===== config.mk =====
export PLATFORM = sky130hd
export DESIGN_NAME = led_mmio_flat
export DESIGN_NICKNAME = d
export VERILOG_FILES = /design/src/rtl/led_mmio_if.sv /design/src/rtl/led_mmio.sv /design/src/flat_wrapper.sv
export SDC_FILE = /design/constraint.sdc
export NUM_CORES = 1
export LEC_CHECK = 0
export ABC_AREA = 1
export BUFFER_PORTS_ARGS = -buffer_cell sky130_fd_sc_hd__buf_4
export CORE_MARGIN = 4
export CORE_UTILIZATION = 40
export CTS_CLUSTER_DIAMETER = 60
export DETAILED_ROUTE_END_ITERATION = 10
export MAX_ROUTING_LAYER = met4
export PLACE_DENSITY = 0.66
export SYNTH_ARGS = -nofsm -noshare
export SYNTH_HDL_FRONTEND = slang
export SYNTH_SLANG_ARGS = --single-unit

===== constraint.sdc =====
create_clock -name clk -period 3.6 [get_ports clk]
set_input_delay 0.9 -clock clk [delete_from_list [all_inputs] [get_ports clk]]
set_output_delay 0.9 -clock clk [all_outputs]
set_load 0.05 [all_outputs]

===== src/rtl/led_mmio_if.sv =====
// Data-memory port of the RV32I pipeline as seen by a memory-mapped peripheral.
// The CPU drives the store/load request; the peripheral answers combinationally.
interface led_mmio_if;
  logic        MemWrite;
  logic [31:0] DataAdr;
  logic [31:0] WriteData;
  logic [31:0] ReadData;
  logic        hit;

  // Single-cycle memory-stage port: no valid/ready. A load is the current
  // DataAdr with MemWrite low, answered in the same cycle; a store is
  // MemWrite high with hit high, taken at the next rising clk edge.
  modport master (
    output MemWrite,
    output DataAdr,
    output WriteData,
    input  ReadData,
    input  hit
  );

  modport slave (
    input  MemWrite,
    input  DataAdr,
    input  WriteData,
    output ReadData,
    output hit
  );
endinterface


===== src/rtl/led_mmio.sv =====
// Memory-mapped LED peripheral: CTRL/PATTERN/DIV/STEPS in a 16-byte window,
// with a prescaled rotate (optionally bouncing) of the LED pattern.
module led_mmio #(
  parameter logic [31:0] BASE_ADDR = 32'h0000_0080,
  parameter logic [7:0]  PAT_RESET = 8'h01,
  parameter logic [23:0] DIV_RESET = 24'd4
) (
  input  logic       clk,
  input  logic       reset,
  led_mmio_if.slave  bus,
  output logic [7:0] led
);

  localparam logic [27:0] BASE_HI = BASE_ADDR[31:4];

  localparam logic [1:0] OFF_CTRL  = 2'd0;
  localparam logic [1:0] OFF_PAT   = 2'd1;
  localparam logic [1:0] OFF_DIV   = 2'd2;
  localparam logic [1:0] OFF_STEPS = 2'd3;

  logic        en_q, dir_q, bnc_q;
  logic [7:0]  pat_q;
  logic [23:0] div_q;
  logic [23:0] cnt_q;
  logic [15:0] steps_q;

  logic        en_d, dir_d, bnc_d;
  logic [7:0]  pat_d;
  logic [23:0] div_d;
  logic [23:0] cnt_d;
  logic [15:0] steps_d;

  logic        hit_c;
  logic [1:0]  off;
  logic        wr_ctrl, wr_pat, wr_div;
  logic        tick_due, ctrl_stop, tick, rotate;
  logic [7:0]  pat_rot;
  logic [31:0] rdata;

  logic unused_bits;
  assign unused_bits = ^{bus.DataAdr[1:0], bus.WriteData[31:24]};

  assign hit_c = (bus.DataAdr[31:4] == BASE_HI);
  assign off   = bus.DataAdr[3:2];

  always_comb begin
    wr_ctrl   = bus.MemWrite && hit_c && (off == OFF_CTRL);
    wr_pat    = bus.MemWrite && hit_c && (off == OFF_PAT);
    wr_div    = bus.MemWrite && hit_c && (off == OFF_DIV);
    // A CTRL store clearing EN cancels a tick that would land on the same edge.
    ctrl_stop = wr_ctrl && !bus.WriteData[0];
    tick_due  = en_q && (cnt_q == div_q);
    tick      = tick_due && !ctrl_stop;
    // A PATTERN store overrides the rotation entirely (no step counted).
    rotate    = tick && !wr_pat;
    pat_rot   = dir_q ? {pat_q[0], pat_q[7:1]} : {pat_q[6:0], pat_q[7]};
  end

  // Next-state for the pattern, step counter and prescaler.
  always_comb begin
    pat_d   = pat_q;
    steps_d = steps_q;
    div_d   = div_q;
    cnt_d   = cnt_q;

    if (wr_pat) begin
      pat_d = bus.WriteData[7:0];
    end else if (rotate) begin
      pat_d = pat_rot;
    end

    if (rotate) begin
      steps_d = steps_q + 16'd1;
    end

    if (wr_div) begin
      div_d = bus.WriteData[23:0];
    end

    if (wr_pat || wr_div || !en_q || ctrl_stop) begin
      cnt_d = '0;
    end else if (tick_due) begin
      cnt_d = '0;
    end else begin
      cnt_d = cnt_q + 24'd1;
    end
  end

  // Control bits: software store beats the hardware bounce of DIR.
  always_comb begin
    en_d  = en_q;
    dir_d = dir_q;
    bnc_d = bnc_q;

    if (wr_ctrl) begin
      en_d  = bus.WriteData[0];
      dir_d = bus.WriteData[1];
      bnc_d = bus.WriteData[2];
    end else if (rotate && bnc_q) begin
      if (!dir_q && pat_rot[7]) begin
        dir_d = 1'b1;
      end else if (dir_q && pat_rot[0]) begin
        dir_d = 1'b0;
      end
    end
  end

  always_ff @(posedge clk or negedge reset) begin
    if (!reset) begin
      en_q    <= 1'b0;
      dir_q   <= 1'b0;
      bnc_q   <= 1'b0;
      pat_q   <= PAT_RESET;
      div_q   <= DIV_RESET;
      cnt_q   <= '0;
      steps_q <= '0;
    end else begin
      en_q    <= en_d;
      dir_q   <= dir_d;
      bnc_q   <= bnc_d;
      pat_q   <= pat_d;
      div_q   <= div_d;
      cnt_q   <= cnt_d;
      steps_q <= steps_d;
    end
  end

  // Zero-latency readback, forced to zero outside the window so the load mux
  // in top can simply OR or select on hit.
  always_comb begin
    rdata = '0;
    unique case (off)
      OFF_CTRL:  rdata = {29'd0, bnc_q, dir_q, en_q};
      OFF_PAT:   rdata = {24'd0, pat_q};
      OFF_DIV:   rdata = {8'd0, div_q};
      OFF_STEPS: rdata = {16'd0, steps_q};
      default:   rdata = '0;
    endcase
    if (!hit_c) begin
      rdata = '0;
    end
  end

  assign bus.ReadData = rdata;
  assign bus.hit      = hit_c;
  assign led          = pat_q;

endmodule


===== src/flat_wrapper.sv =====
// flat-port wrapper written by rule: the top's interface ports become plain ports
module led_mmio_flat 
#(
  parameter logic [31:0] BASE_ADDR = 32'h0000_0080,
  parameter logic [7:0]  PAT_RESET = 8'h01,
  parameter logic [23:0] DIV_RESET = 24'd4
)
  (clk, reset, led, bus_MemWrite, bus_DataAdr, bus_WriteData, bus_ReadData, bus_hit);
  led_mmio_if bus_i ();
  input  logic clk;
  input  logic reset;
  output logic [7:0] led;
  input wire logic [$bits(bus_i.MemWrite)-1:0] bus_MemWrite;
  input wire logic [$bits(bus_i.DataAdr)-1:0] bus_DataAdr;
  input wire logic [$bits(bus_i.WriteData)-1:0] bus_WriteData;
  output wire logic [$bits(bus_i.ReadData)-1:0] bus_ReadData;
  output wire logic [$bits(bus_i.hit)-1:0] bus_hit;
  assign bus_i.MemWrite = bus_MemWrite;
  assign bus_i.DataAdr = bus_DataAdr;
  assign bus_i.WriteData = bus_WriteData;
  assign bus_ReadData = bus_i.ReadData;
  assign bus_hit = bus_i.hit;
  led_mmio #(.BASE_ADDR(BASE_ADDR), .PAT_RESET(PAT_RESET), .DIV_RESET(DIV_RESET)) u_core (.clk(clk), .reset(reset), .bus(bus_i), .led(led));
endmodule

==> metrics.md, run 1 <==
| Metric | Value |
|---|---|
| Outcome | `finished, final reports clean` |
| Post-CTS setup buffers | `0` |
| CORE AREA | `11600 sq um` |
| FMAX | `311 MHz` |
| DR iter-0 viols | `380` |
| Worst EP arrival | `2.32 ns` |
| Hold Path End | `u_core.div_q[2]` |
| Antenna diodes | `0` |
| Initial antenna violation count | `0` |
| Hold Crit Depth | `2` |
| NetSw | `422 uW` |
| Final Total Pwr | `1910 uW` |
| First drt pass iteration count | `5` |
| Antenna-violating nets left | `0` |
| Root Driver | `clkbuf_16` |
| Slew headroom | `35.4%` |
| Fin cells | `919` |
| Power per cell area | `320 nW/um^2` |
| Commonest non-fill, non-tap cell in the layout | `nand2_1` |
| Period utilization | `89.3%` |
| Async SR Flop Fraction | `100%` |
| Flops & latches, synth | `75` |
| Wire length per cell | `15.0 microns` |
| TritonCTS sink count | `75` |
| Post-synth cell types | `38` |
| Sequential Power Share | `44.5%` |
| CTS resizes | `0` |
| GPL Wtd Cong | `0.949` |
| Total track usage | `20.7%` |
| Internal power | `1490 uW` |
| Fin. max-slew vios | `0` |
| Max VDD drop | `166 uV` |
| Most frequent cells in the layout | `222 x nand2_1, 96 x buf_4, 73 x dfrtp_1` |
| Largest net degree at the start of global routing | `76` |
| CP Launch Type | `input port` |
| First-pass GRT wire length | `between 20000 and 25000 microns` |
| Setup Skew | `0.00833 ns` |
| Post-synth EDFFs | `0` |
| Die width | `118 microns` |
| Leakage power | `between 0.002 and 0.003 uW` |
| Mapped Avg Cell Area | `7.10 sq um` |
| Period minus WS final | `3.22 ns` |
| Row count | `39` |
| Worst-case clock buffer depth | `2` |
| Placed cells | `903` |
| Max Fanout on Critical Path | `16` |
| RSZ-0062 raised after global routing | `no` |
| Dominant synthesized flop cell | `dfrtp_1` |
| Remaining DRCs | `0` |
| Post-CTS Hold Buffers | `0` |
| Vias in the first global route | `4533` |
| R2r startpoint | `u_core.div_q[2]` |
| Mapped cell area | `4830 sq um` |
| Final WL | `about 14000 microns` |
| CTS tree | `built` |
| Io pins | `108` |
| Worst path required time | `2.70 ns` |
| Clock power frac | `49.5%` |
| Worst R2R Setup Slack | `1.34 ns` |
| Htree depth | `3` |
| Setup CP Type | `in2out` |
| Worst skew pair latency | `0.34 ns` |
| Number of vias per cell | `slightly above 5` |
| Crit-path most repeated cell | `buf_4` |
| Nets | `840` |
| Critical path's slowest cell | `buf_4` |
| Post-synthesis sequential area ratio | `38.9%` |
| Switching share of power | `~22%` |
| CTS clk-pin slew, worst paths | `roughly 0.06 ns` |
| Initial Utilization | `41.6%` |
| Crit path largest cell delay | `about 0.25 ns` |
| CP top delay family | `buffers and inverters` |
| Num CTS Buffers | `9` |
| Total grt overflow | `0` |
| Logic pwr share | `6.1%` |
| Layout cells sized above 1 | `19.6%` |
| Placed cell area | `around 5600 sq um` |
| Final Hold Violating Endpoints | `0` |
| Critical-path cell list | `buf_4 -> nor2_1 -> nand2_1 -> nor2_1 -> nand2_1 -> nor2_4 -> inv_1 -> buf_4 -> nor3_1 -> buf_4` |
| Design area | `5960 sq um` |
| Buffers on Ports | `slightly below 90` |
| Post-detail-place hpwl | `10700 microns` |
| Reg2reg end | `u_core.cnt_q[7]` |
| Die height | `118 microns` |
| Max Cap Viol | `0` |
| Die area | `13900 sq um` |
| Mapped Cells | `681` |
| Final Setup Violations | `0` |
| HP Start | `u_core.div_q[2]` |
| Vias | `4747` |
| Worst Max-Slew Pin Slew | `0.969 ns` |
| FF-to-FF path depth | `9` |
| Setup crit end kind | `primary output` |
| HP Class | `reg2reg` |
| YS warnings | `0` |
| Worst hold margin | `0.509 ns` |
| Area Overhead vs Synth | `23.3%` |
| Crit path buffers/inverters | `4` |
[metal layers]
| layer | global-route usage [%] | wire length (microns) | up-vias |
|---|---|---|---|
| li1 | - | - | 2345 |
| met1 | 27.9 | 6250 | 2216 |
| met2 | 31.3 | 6390 | 165 |
| met3 | 3.94 | 857 | 21 |
| met5 | - | 0 | - |
| met4 | 7.47 | 274 | 0 |
[synth_stat cells (7+ instances only)]
| cell type | number | share of area (%) |
|---|---|---|
| nand3_1 | 36 | 3.7 |
| nand2_1 | 222 | 17 |
| a21oi_1 | 14 | 1.4 |
| dfrtp_1 | 73 | 38 |
| nand4_1 | 12 | 1.6 |
| nor3_1 | 47 | 4.9 |
| o21ai_0 | 20 | 2.1 |
| xnor2_1 | 10 | 1.8 |
| mux2_2 | 15 | 3.5 |
| inv_2 | 11 | 0.85 |
| buf_4 | 9 | 1.4 |
| nor2_1 | 70 | 5.4 |
| buf_2 | 7 | 0.72 |
| inv_1 | 62 | 4.8 |
| xor2_1 | 26 | 4.7 |
[through the flow]
stage                     setup TNS (ns)  setup slack, ns  util, %
after floorplan                    -1.12           -0.130        -
after global placement                 0            0.462     48.6
after detailed placement               0            0.393     48.6
after CTS                              0            0.385     51.3
after global routing                   0            0.275     51.3
final                                  0            0.383     51.3
[tightest hold or removal path: cells and delay by family, from the launching register on]
kind	cells	cell delay (ns)
AO/OA/AOI/OAI	1	0.07
flip-flops	1	0.38
AND/OR/NAND/NOR	1	0.06
[area by class of cell]
| type | instances | area, sq um |
|---|---|---|
| fill | 1154 | 5650 |
| sequential | 75 | 1880 |
| inverter | 73 | 274 |
| tap | 143 | 179 |
| timing repair buffer | 96 | 721 |
| clock buffer | 13 | 270 |
| multi-input combinational | 516 | 2590 |
| clock inverter | 3 | 45.0 |
[power by group through the flow]
stage / clock network, uW / logic [uW] / registers [uW]
after floorplan: 0 / 49.5 / 863
after global placement: 0 / 116 / 864
after detailed placement: 0 / 117 / 864
after CTS: 968 / 117 / 849
after global routing: 1000 / 127 / 849
final: 944 / 116 / 849
[how the worst max path moves through the flow]
stage	from	to	cells past startpoint
finish	bus_DataAdr[25]	bus_ReadData[17]	10
floorplan	bus_DataAdr[27]	bus_ReadData[17]	7
global route	bus_DataAdr[21]	bus_ReadData[20]	10
detailed placement	bus_DataAdr[25]	bus_ReadData[17]	10
CTS	bus_DataAdr[25]	bus_ReadData[17]	10
global placement	bus_DataAdr[27]	bus_ReadData[19]	10
[state kept, by name (all words and copies together) (netlist names)]
signal	cells
u_core.bnc_q	1
u_core.div_q	24
u_core.led	8
u_core.cnt_q	24
u_core.dir_q	1
u_core.steps_q	16
u_core.en_q	1
[kinds of logic after synthesis]
logic type / share of synthesized area (%)
compound gates: 5.80
fa+ha+maj: 0.518
flops: 38.9
buf+inv: 8.57
other cells: 0.0776
mux: 3.73
simple gates: 35.9
xor+xnor: 6.52
No activity file was read; power rests on OpenSTA's default activity.
==> run 2, diff against run 1 <==
--- a/config.mk
+++ b/config.mk
@@ -8,11 +8,12 @@
 export ABC_AREA = 1
 export BUFFER_PORTS_ARGS = -buffer_cell sky130_fd_sc_hd__buf_4
 export CORE_MARGIN = 4
-export CORE_UTILIZATION = 40
+export CORE_UTILIZATION = 24
 export CTS_CLUSTER_DIAMETER = 60
 export DETAILED_ROUTE_END_ITERATION = 10
 export MAX_ROUTING_LAYER = met4
-export PLACE_DENSITY = 0.66
+export PLACE_DENSITY = 0.46
+export SLEW_MARGIN = 20
 export SYNTH_ARGS = -nofsm -noshare
 export SYNTH_HDL_FRONTEND = slang
 export SYNTH_SLANG_ARGS = --single-unit
==> metrics.md, run 2 (synthesis gave the netlist of run 1 again) <==
| Metric | Value |
|---|---|
| Outcome | `finished, final reports clean` |
| Die width | `150 microns` |
| Worst path required time | `around 2.7 ns` |
| Worst hold margin | `roughly 0.5 ns` |
| R2r startpoint | `u_core.div_q[2]` |
| Io pins | `108` |
| CP Launch Type | `input port` |
| Buffers on Ports | `89` |
| Vias in the first global route | `about 4600` |
| Vias | `about 4600` |
| Worst Max-Slew Pin Slew | `0.771 ns` |
| Slew headroom | `approximately half` |
| Die area | `between 20000 and 25000 sq um` |
| DR iter-0 viols | `295` |
| Commonest non-fill, non-tap cell in the layout | `nand2_1` |
| CTS resizes | `0` |
| Setup crit end kind | `primary output` |
| Area Overhead vs Synth | `26.3%` |
| Top flop regs | `u_core.cnt_q x24, u_core.div_q x24, u_core.steps_q x16` |
| Final Setup Violations | `0` |
| Initial antenna violation count | `0` |
| Htree depth | `3` |
| Nets | `841` |
| Fin. max-slew vios | `0` |
| Max Cap Viol | `0` |
| Period utilization | `91.8%` |
| CTS clk-pin slew, worst paths | `0.06 ns` |
| Post-CTS setup buffers | `0` |
| RSZ-0062 raised after global routing | `no` |
| TritonCTS sink count | `75` |
| FF-to-FF path depth | `9` |
| Post-detail-place hpwl | `11800 microns` |
| Final WL | `15300 microns` |
| Antenna-violating nets left | `0` |
| Num CTS Buffers | `9` |
| HP Start | `u_core.div_q[2]` |
| Total grt overflow | `0` |
| CTS tree | `built` |
| Final Total Pwr | `1880 uW` |
| Initial Utilization | `24.6%` |
| Die height | `150 microns` |
| HP Class | `reg2reg` |
| Final Hold Violating Endpoints | `0` |
| Worst skew pair latency | `0.34 ns` |
| Finished Core Util | `31.1%` |
| Area of the multi-input gates | `2590 sq um` |
| Hold Crit Depth | `2` |
| Final WS setup | `0.296 ns` |
| Design area | `approximately 6100 sq um` |
| Total track usage | `14.6%` |
| Max VDD drop | `192 uV` |
| Worst R2R Setup Slack | `1.16 ns` |
| Post-place setup slack | `0.292 ns` |
| First-pass GRT wire length | `24900 microns` |
| Max Fanout on Critical Path | `17` |
| Reg2reg end | `u_core.cnt_q[23]` |
| Leakage power | `~0.0029 uW` |
| Worst-case clock buffer depth | `2` |
| FF+latch area | `1880 sq um` |
| Post-CTS Hold Buffers | `0` |
| Layout cells sized above 1 | `19.7%` |
| Row count | `51` |
| Number of vias per cell | `4.42` |
| GPL Wtd Cong | `0.866` |
| Root Driver | `clkbuf_16` |
| Power per cell area | `309 nW/um^2` |
| First drt pass iteration count | `5` |
| Antenna diodes | `0` |
| CORE AREA | `19700 sq um` |
| Setup CP Type | `in2out` |
| Worst EP arrival | `2.40 ns` |
| Period minus WS final | `3.30 ns` |
| Most frequent cells in the layout | `222 x nand2_1, 96 x buf_4, 73 x dfrtp_1` |
| Hold Path End | `u_core.div_q[2]` |
| Placed cell area | `roughly 5800 sq um` |
| Largest net degree at the start of global routing | `76` |
| Remaining DRCs | `0` |
| FMAX | `303 MHz` |
| Setup Skew | `0.00699 ns` |
| Fillers | `2239` |
| Wire length per cell | `14.6 microns` |
==> run 2: layout make-up <==
cell class                 instances  area share [%]
multi-input combinational        516            42.5
sequential                        75            30.8
timing repair buffer              97            12.0
tap                              265            5.43
inverter                          73            4.49
clock buffer                      11            3.98
clock inverter                     5           0.861
==> run 2: stage by stage <==
stage	instances	setup TNS [ns]
finish	1042	0
global route	1042	0
CTS	1042	0
detailed placement	1026	0
global placement	1026	0
floorplan	688	-1.12
==> run 2: how the worst max path moves through the flow <==
stage                            end  cells after the start       startpoint  slack [ns]
floorplan           bus_ReadData[17]                      7  bus_DataAdr[27]       -0.13
global placement    bus_ReadData[12]                     10  bus_DataAdr[27]        0.27
detailed placement   bus_ReadData[0]                      9  bus_DataAdr[27]        0.29
CTS                  bus_ReadData[0]                      9  bus_DataAdr[27]        0.27
global route        bus_ReadData[12]                     10  bus_DataAdr[19]        0.09
finish              bus_ReadData[17]                      9  bus_DataAdr[27]        0.30
==> run 2: power breakdown <==
part | switching [uW] | internal [uW]
clock | 364 | 552
sequential | 3.39 | 846
combinational | 70.7 | 48.1
==> run 2: metal layers <==
| layer | share of wire [%] | track usage [%] |
|---|---|---|
| met5 | 0 | - |
| met4 | 1.9 | 4.57 |
| met3 | 5.9 | 3.03 |
| met2 | 42 | 20.7 |
| met1 | 51 | 20.6 |
==> run 2: critical path, stage by stage <==
cell and delay (ns):
buf_4 0.11, nor2_1 0.09, nand2_1 0.06, nor2_1 0.10, nand2_1 0.09, nor2_4 0.11
inv_1 0.30, nor3_1 0.36, buf_4 0.26
